<file path="src/rtl/hack_pkg.sv">
// Shared constants and state type for the Hack instruction-fetch unit.
package hack_pkg;
   localparam int HACK_AW       = 15;
   localparam int HACK_DW       = 16;
   localparam int HACK_RESET_PC = 0;

   typedef enum logic [1:0] {
      IDLE  = 2'd0,
      FETCH = 2'd1,
      HOLD  = 2'd2
   } fetch_state_t;
endpackage

</file>
<file path="src/rtl/hack_fetch_pc_counter.sv">
// Program counter register: asynchronous reset, load has priority over increment,
// increment wraps modulo 2^AW.
module pc_counter #(
   parameter int            AW        = 15,
   parameter logic [AW-1:0] RESET_VAL = '0
) (
   input  logic          clk,
   input  logic          rst_n,
   input  logic          load_i,
   input  logic          inc_i,
   input  logic [AW-1:0] load_val_i,
   output logic [AW-1:0] q_o
);
   logic [AW-1:0] q_q, q_d;

   always_comb begin
      q_d = q_q;
      if (load_i)
         q_d = load_val_i;
      else if (inc_i)
         q_d = q_q + AW'(1);
   end

   always_ff @(posedge clk or negedge rst_n) begin
      if (!rst_n)
         q_q <= RESET_VAL;
      else
         q_q <= q_d;
   end

   assign q_o = q_q;
endmodule

</file>
<file path="src/rtl/hack_fetch.sv">
// Hack CPU instruction fetch: owns the PC, reads the ROM over req/ack and hands
// each instruction to decode over valid/ready; jumps redirect the stream.
module hack_fetch
   import hack_pkg::*;
#(
   parameter int            AW       = HACK_AW,
   parameter int            DW       = HACK_DW,
   parameter logic [AW-1:0] RESET_PC = AW'(HACK_RESET_PC)
) (
   input  logic          clk,
   input  logic          rst_n,
   input  logic          en,
   output logic          rom_req,
   output logic [AW-1:0] rom_addr,
   input  logic          rom_ack,
   input  logic [DW-1:0] rom_data,
   output logic [DW-1:0] instr,
   output logic [AW-1:0] instr_pc,
   output logic          instr_valid,
   input  logic          instr_ready,
   input  logic          jmp,
   input  logic [AW-1:0] jmp_addr,
   output logic [AW-1:0] pc
);
   fetch_state_t  state_q, state_d;
   logic          flush_q, flush_d;
   logic          rom_req_q, rom_req_d;
   logic [AW-1:0] rom_addr_q, rom_addr_d;
   logic [DW-1:0] instr_q, instr_d;
   logic [AW-1:0] instr_pc_q, instr_pc_d;
   logic          valid_q, valid_d;
   logic          pc_inc;
   logic [AW-1:0] pc_q;
   logic [AW-1:0] next_addr;

   pc_counter #(
      .AW        (AW),
      .RESET_VAL (RESET_PC)
   ) u_pc (
      .clk        (clk),
      .rst_n      (rst_n),
      .load_i     (jmp),
      .inc_i      (pc_inc),
      .load_val_i (jmp_addr),
      .q_o        (pc_q)
   );

   // A jump in the same cycle as a new request must already steer that request.
   assign next_addr = jmp ? jmp_addr : pc_q;

   always_comb begin
      state_d    = state_q;
      flush_d    = flush_q;
      rom_req_d  = rom_req_q;
      rom_addr_d = rom_addr_q;
      instr_d    = instr_q;
      instr_pc_d = instr_pc_q;
      valid_d    = valid_q;
      pc_inc     = 1'b0;
      case (state_q)
         IDLE: begin
            if (en) begin
               state_d    = FETCH;
               rom_req_d  = 1'b1;
               rom_addr_d = next_addr;
            end
         end
         FETCH: begin
            if (rom_ack) begin
               if (jmp || flush_q) begin
                  // Stale data: re-issue at the latest target without dropping req.
                  flush_d    = 1'b0;
                  rom_addr_d = next_addr;
               end else begin
                  instr_d    = rom_data;
                  instr_pc_d = rom_addr_q;
                  valid_d    = 1'b1;
                  pc_inc     = 1'b1;
                  rom_req_d  = 1'b0;
                  state_d    = HOLD;
               end
            end else if (jmp) begin
               flush_d = 1'b1;
            end
         end
         HOLD: begin
            if (jmp || instr_ready) begin
               valid_d = 1'b0;
               if (en) begin
                  state_d    = FETCH;
                  rom_req_d  = 1'b1;
                  rom_addr_d = next_addr;
               end else begin
                  state_d = IDLE;
               end
            end
         end
         default: state_d = IDLE;
      endcase
   end

   always_ff @(posedge clk or negedge rst_n) begin
      if (!rst_n) begin
         state_q    <= IDLE;
         flush_q    <= 1'b0;
         rom_req_q  <= 1'b0;
         rom_addr_q <= RESET_PC;
         instr_q    <= '0;
         instr_pc_q <= '0;
         valid_q    <= 1'b0;
      end else begin
         state_q    <= state_d;
         flush_q    <= flush_d;
         rom_req_q  <= rom_req_d;
         rom_addr_q <= rom_addr_d;
         instr_q    <= instr_d;
         instr_pc_q <= instr_pc_d;
         valid_q    <= valid_d;
      end
   end

   assign rom_req     = rom_req_q;
   assign rom_addr    = rom_addr_q;
   assign instr       = instr_q;
   assign instr_pc    = instr_pc_q;
   assign instr_valid = valid_q;
   assign pc          = pc_q;
endmodule
</file>
<file path="config.mk">
export PLATFORM = sky130hd
export DESIGN_NAME = hack_fetch
export DESIGN_NICKNAME = d
export VERILOG_FILES = /design/src/rtl/hack_pkg.sv /design/src/rtl/hack_fetch_pc_counter.sv /design/src/rtl/hack_fetch.sv
export SDC_FILE = /design/constraint.sdc
export NUM_CORES = 1
export LEC_CHECK = 0
export ABC_AREA = 1
export CORE_MARGIN = 3
export CORE_UTILIZATION = 33
export CTS_CLUSTER_SIZE = 24
export DETAILED_ROUTE_END_ITERATION = 10
export PLACE_DENSITY_LB_ADDON = 0.12
export SYNTH_ARGS = -nofsm -noshare
export SYNTH_HDL_FRONTEND = slang
export SYNTH_SLANG_ARGS = --single-unit
</file>
<file path="constraint.sdc">
create_clock -name clk -period 4.1 [get_ports clk]
set_clock_uncertainty 0.2 [all_clocks]
set_input_delay 1.025 -clock clk [delete_from_list [all_inputs] [get_ports clk]]
set_output_delay 1.025 -clock clk [all_outputs]
set_load 0.02 [all_outputs]
</file>
# ---- Yosys cells after proc, flatten, opt, wreduce, memory -nomap -nowiden
# Index checks and enable logic that the tools add are counted.
dict set report word_totals {
  inputBits 37
  wordCells 60
  output_inout_bits 63
  ff_bits 66
}
dict set report classes {
  bitwise 1
  reduce_logical 13
  eq_ne 8
  add_sub_neg 1
  muxes 29
}
# op count
set op_table {}
lappend op_table {{$mux 15} 7}
lappend op_table {{$pmux 15 s3} 1}
lappend op_table {{$reduce_and 4->1} 4}
lappend op_table {{$add 15x1->15 const B} 1}
lappend op_table {{$mux 1} 14}
lappend op_table {{$ne 2x2->1 const B} 5}
lappend op_table {{$mux 2} 4}
lappend op_table {{$pmux 2 s3} 1}
lappend op_table {{$reduce_and 3->1} 2}
lappend op_table {{$reduce_bool 2->1} 3}
lappend op_table {{$pmux 1 s3} 1}
lappend op_table {{$reduce_bool 3->1} 1}
lappend op_table {{$eq 2x1->1 const B} 1}
lappend op_table {{$eq 2x2->1 const B} 1}
lappend op_table {{$logic_not 2->1} 1}
lappend op_table {{$logic_or 1x1->1} 2}
lappend op_table {{$ne 2x1->1 const B} 1}
lappend op_table {{$pmux 1 s2} 1}
lappend op_table {{$not 1->1} 1}

# ---- Logic depth before layout (Yosys ltp)
dict set report logic_depth {
  depth_word 6
  mapped_depth 10
}

# ---- Cells and area by module
# A second synthesis with hierarchy kept.
dict set report hier_totals {
  hier_cells 407
  hier_area_um2 3245.6
}
# mod area_each_um2 cells_each n_inst
set modules_own_cells {}
lappend modules_own_cells {hack_fetch 2274.7 280 1}
lappend modules_own_cells {pc_counter 970.9 127 1}

# ---- Least setup slack after synthesis
# OpenSTA, ideal clock, no wires.
dict set report synth_timing {
  kind {input-to-reg}
  start {input jmp}
  end {register u_pc.q_q[1], in the netlist u_pc.q_o[1]}
  slack_ns 2.017
  path_stages 7
  arrival_ns 1.760
  setup_time_ns 0.123
  path_buffers 1
  cell_sequence {inv_1 nand2_1 inv_1 nand3_4 buf_6 o31ai_1 inv_1}
}
dict set report synth_via {
  elab_chain_cells 5
}
# element line_no
set synth_lines {}
lappend synth_lines {{start: declaration} hack_fetch.sv:21} ;# input logic jmp,
lappend synth_lines {{$logic_or 1x1->1} hack_fetch.sv:70} ;# if (jmp || flush_q) begin
lappend synth_lines {{$mux 1} hack_fetch.sv:70}
lappend synth_lines {{$mux 1} hack_fetch.sv:69} ;# if (rom_ack) begin
lappend synth_lines {{$mux 1} hack_fetch.sv:60} ;# case (state_q)
lappend synth_lines {{$reduce_bool 2->1 (no source line)} -}
lappend synth_lines {{end signal: assignment} hack_fetch_pc_counter.sv:28} ;# q_q <= q_d;
lappend synth_lines {{end: declaration} hack_fetch_pc_counter.sv:14} ;# logic [AW-1:0] q_q, q_d;
# Parallel ways exist; a longest one is shown, timed or not.
# A chain may end at the register's enable or synchronous reset.

# ---- Worst setup path in the final report
dict set report layout_timing {
  start {input jmp}
  end {register instr_pc_q[7], in the netlist instr_pc[7]}
}
dict set report layout_via {
  elab_chain_cells 3
}
# element line_no
set layout_lines {}
lappend layout_lines {{$logic_or 1x1->1} hack_fetch.sv:70}
lappend layout_lines {{$not 1->1 (no source line)} -}
lappend layout_lines {{$reduce_and 3->1 (no source line)} -}
lappend layout_lines {{end signal: assignment} hack_fetch.sv:117} ;# instr_pc_q <= instr_pc_d;
lappend layout_lines {{end: declaration} hack_fetch.sv:30} ;# logic [AW-1:0] instr_pc_q, instr_pc_d;
# No other way between the ends.

==> reports/summary.txt <==
CTS Buffer Depth: 2
Mapped Cells: 402
Status: completed
Vias in the first global route: 2948
CP endpoint kind: flop
Leak: 2.15 nW
Final nets: 536
WL final: 8470 µm
Total CTS buffers: 9
Seq cells post-synth: 66
Post-place instance area: 0.00428 mm²
Post-Place Cells: 616
CP required: 4.09 ns
Initial Utilization: 34.5%
Final worst-path cycle share: 69.7%
Synth Flop Type: dfrtp_1
Hold wc startpoint: instr[5]
Synth area leader: dfrtp_1
Most frequent cell after synthesis: nand2_1
Post-CTS resize count: 0
Fraction of registers with async set or reset after synthesis: 100%
Grt ovf: 0
Warnings, synthesis: 0
Seq/Total Area, Yosys: 50.8%
Initial antenna violation count: 0
Root buffer cell: clkbuf_8
Drc violations: 0
Area grow syn2layout: 38.4%
Max VDD drop: 316 µV
Fmax: 350 MHz
WL/cell: 13.4 µm
Rel. slew slack: 43.5%
Synthesized area per cell: 8.08 µm²
Core Footprint: 0.00942 mm²
Layout Utilization: 47.7%
First-pass GRT wire length: 14500 µm
Worst-path clk slew: 0.07 ns
Launch point of the worst reg-to-reg path: u_pc.q_o[0]
Power per cell area: 715 mW/mm²
Die height: 105 µm
Max-cap violations: 0
Synth Cell Area: 0.00325 mm²
Crit path from: jmp
Most common library cells after synthesis: nand2_1 (160), dfrtp_1 (66), inv_1 (35)
CTS Sinks: 66
WHS: 0.280 ns
CP Class: primary input to flop
Hold Path Class: flop to flop
Crit path DAT: 2.85 ns
Final Max Tran Viols: 0
Std cell rows: 35
Clk Latency, worst-skew pair: 0.33 ns
CTS tree: done
Die width: 105 µm
First drt pass iteration count: 4
Gpl congestion: 0.829
Detailed Place HPWL: 5860 µm
Routed Antenna Nets: 0
RSZ-0062 raised after global routing: false
Boundary Pins: 100
Ant diodes: 0
Layout cells sized above 1: 9.54%
CTS Hold Bufs: 0
# H-tree levels: 3
Critical Path Start Type: primary input
Post-synth EDFFs: 0
Syn Nets: 440
First-iteration detailed-routing DRC count: 119
Largest net degree at the start of global routing: 67
Final Hold Viols: 0
Post-CTS setup buffers: 0
Min Clock Period, post-route: 2.86 ns
Drt via density: 4.60
I/O Buffers: 99
GR Util All Layers: 16.0%
Post-synth top area share: 50.8%
Count of cell types in the netlist: 27
Crit Path Max Fanout: 48
Post-Layout Cell Count: 632
Top cells by area, synth: dfrtp_1 (51%), nand2_1 (18%), inv_1 (4.0%)
Die area: 0.0111 mm²
Via count: 2908
Setup TNS: 0 ns
Final number of setup-violating endpoints: 0
Final instance area: 0.00450 mm²
Slew @ Worst Pin: 0.847 ns
==> critical path: stages <==
cell,delay (ns)
clkdlybuf4s50_1,0.45
buf_4,0.28
inv_1,0.10
nand2_1,0.12
inv_1,0.09
nand3_4,0.14
buf_4,0.44
o21ai_0,0.16
==> routing by layer <==
layer	vias up	GRT usage [%]	share of wire, %
li1	1465	-	-
met1	1349	22.0	49
met2	80	24.5	44
met3	14	4.23	5.8
met4	0	5.53	1.8
met5	-	0	0
==> power breakdown <==
part           internal [mW]  leakage, nW  total, mW  switching [mW]
Sequential             0.920        0.812       1.11           0.185
Combinational          0.669         1.24       1.51           0.838
Clock                  0.341        0.105      0.603           0.262
==> final timing paths <==
kind,endpoint,slack (ns),cells past startpoint
max,instr_pc[7],1.24,8
min,instr[5],0.28,2
max reg2reg,u_pc.q_o[12],2.26,7
min reg2reg,instr[5],0.28,2
max in group asynchronous,rom_addr[7],2.55,1
min in group asynchronous,instr[10],0.59,1
==> kinds of logic (layout without fill, tap and decap cells) <==
group / count (synthesis) / count (layout) / synth area share, %
DFF: 66 / 66 / 50.8
buffers and inverters: 55 / 156 / 8.90
adders and majority gates: 1 / 1 / 0.385
AOI/OAI and AO/OA: 55 / 55 / 10.8
and+or+nand+nor: 225 / 225 / 29.0
==> cell type report <==
| class | instances | area, µm² |
|---|---|---|
| Sequential cell | 66 | 1650 |
| Timing Repair Buffer | 103 | 1020 |
| Inverter | 37 | 139 |
| Fill cell | 957 | 4920 |
| Multi-Input combinational cell | 281 | 1310 |
| Tap cell | 129 | 161 |
| Clock inverter | 7 | 93.8 |
| Clock buffer | 9 | 124 |
==> layout by cell type (no fill, tap or decap), drive strengths merged, types with 2 or more instances in the layout <==
| cell | n |
|---|---|
| inv | 37 |
| clkinv | 3 |
| a21oi | 14 |
| clkdlybuf4s50 | 98 |
| bufinv | 2 |
| nand4 | 6 |
| nor2 | 26 |
| dfrtp | 66 |
| o21ai | 36 |
| nand3 | 25 |
| clkbuf | 9 |
| nor3 | 5 |
| nand2 | 162 |
| clkinvlp | 2 |
| o31ai | 2 |
| buf | 5 |
==> stage by stage <==
stage                     setup slack, ns  power, mW
final                                1.24       3.22
after global routing                 1.04       3.44
after CTS                            1.22       3.26
after detailed placement            0.871       2.64
after global placement              0.938       2.63
after floorplan                      2.02       1.98
==> flip-flops by register name (all words and copies together), names as in the netlist <==
signal / count
instr: 16
instr_pc: 15
rom_addr: 15
u_pc.q_o: 15
state_q: 2
flush_q: 1
instr_valid: 1
rom_req: 1
No activity file was read; power rests on OpenSTA's default activity.
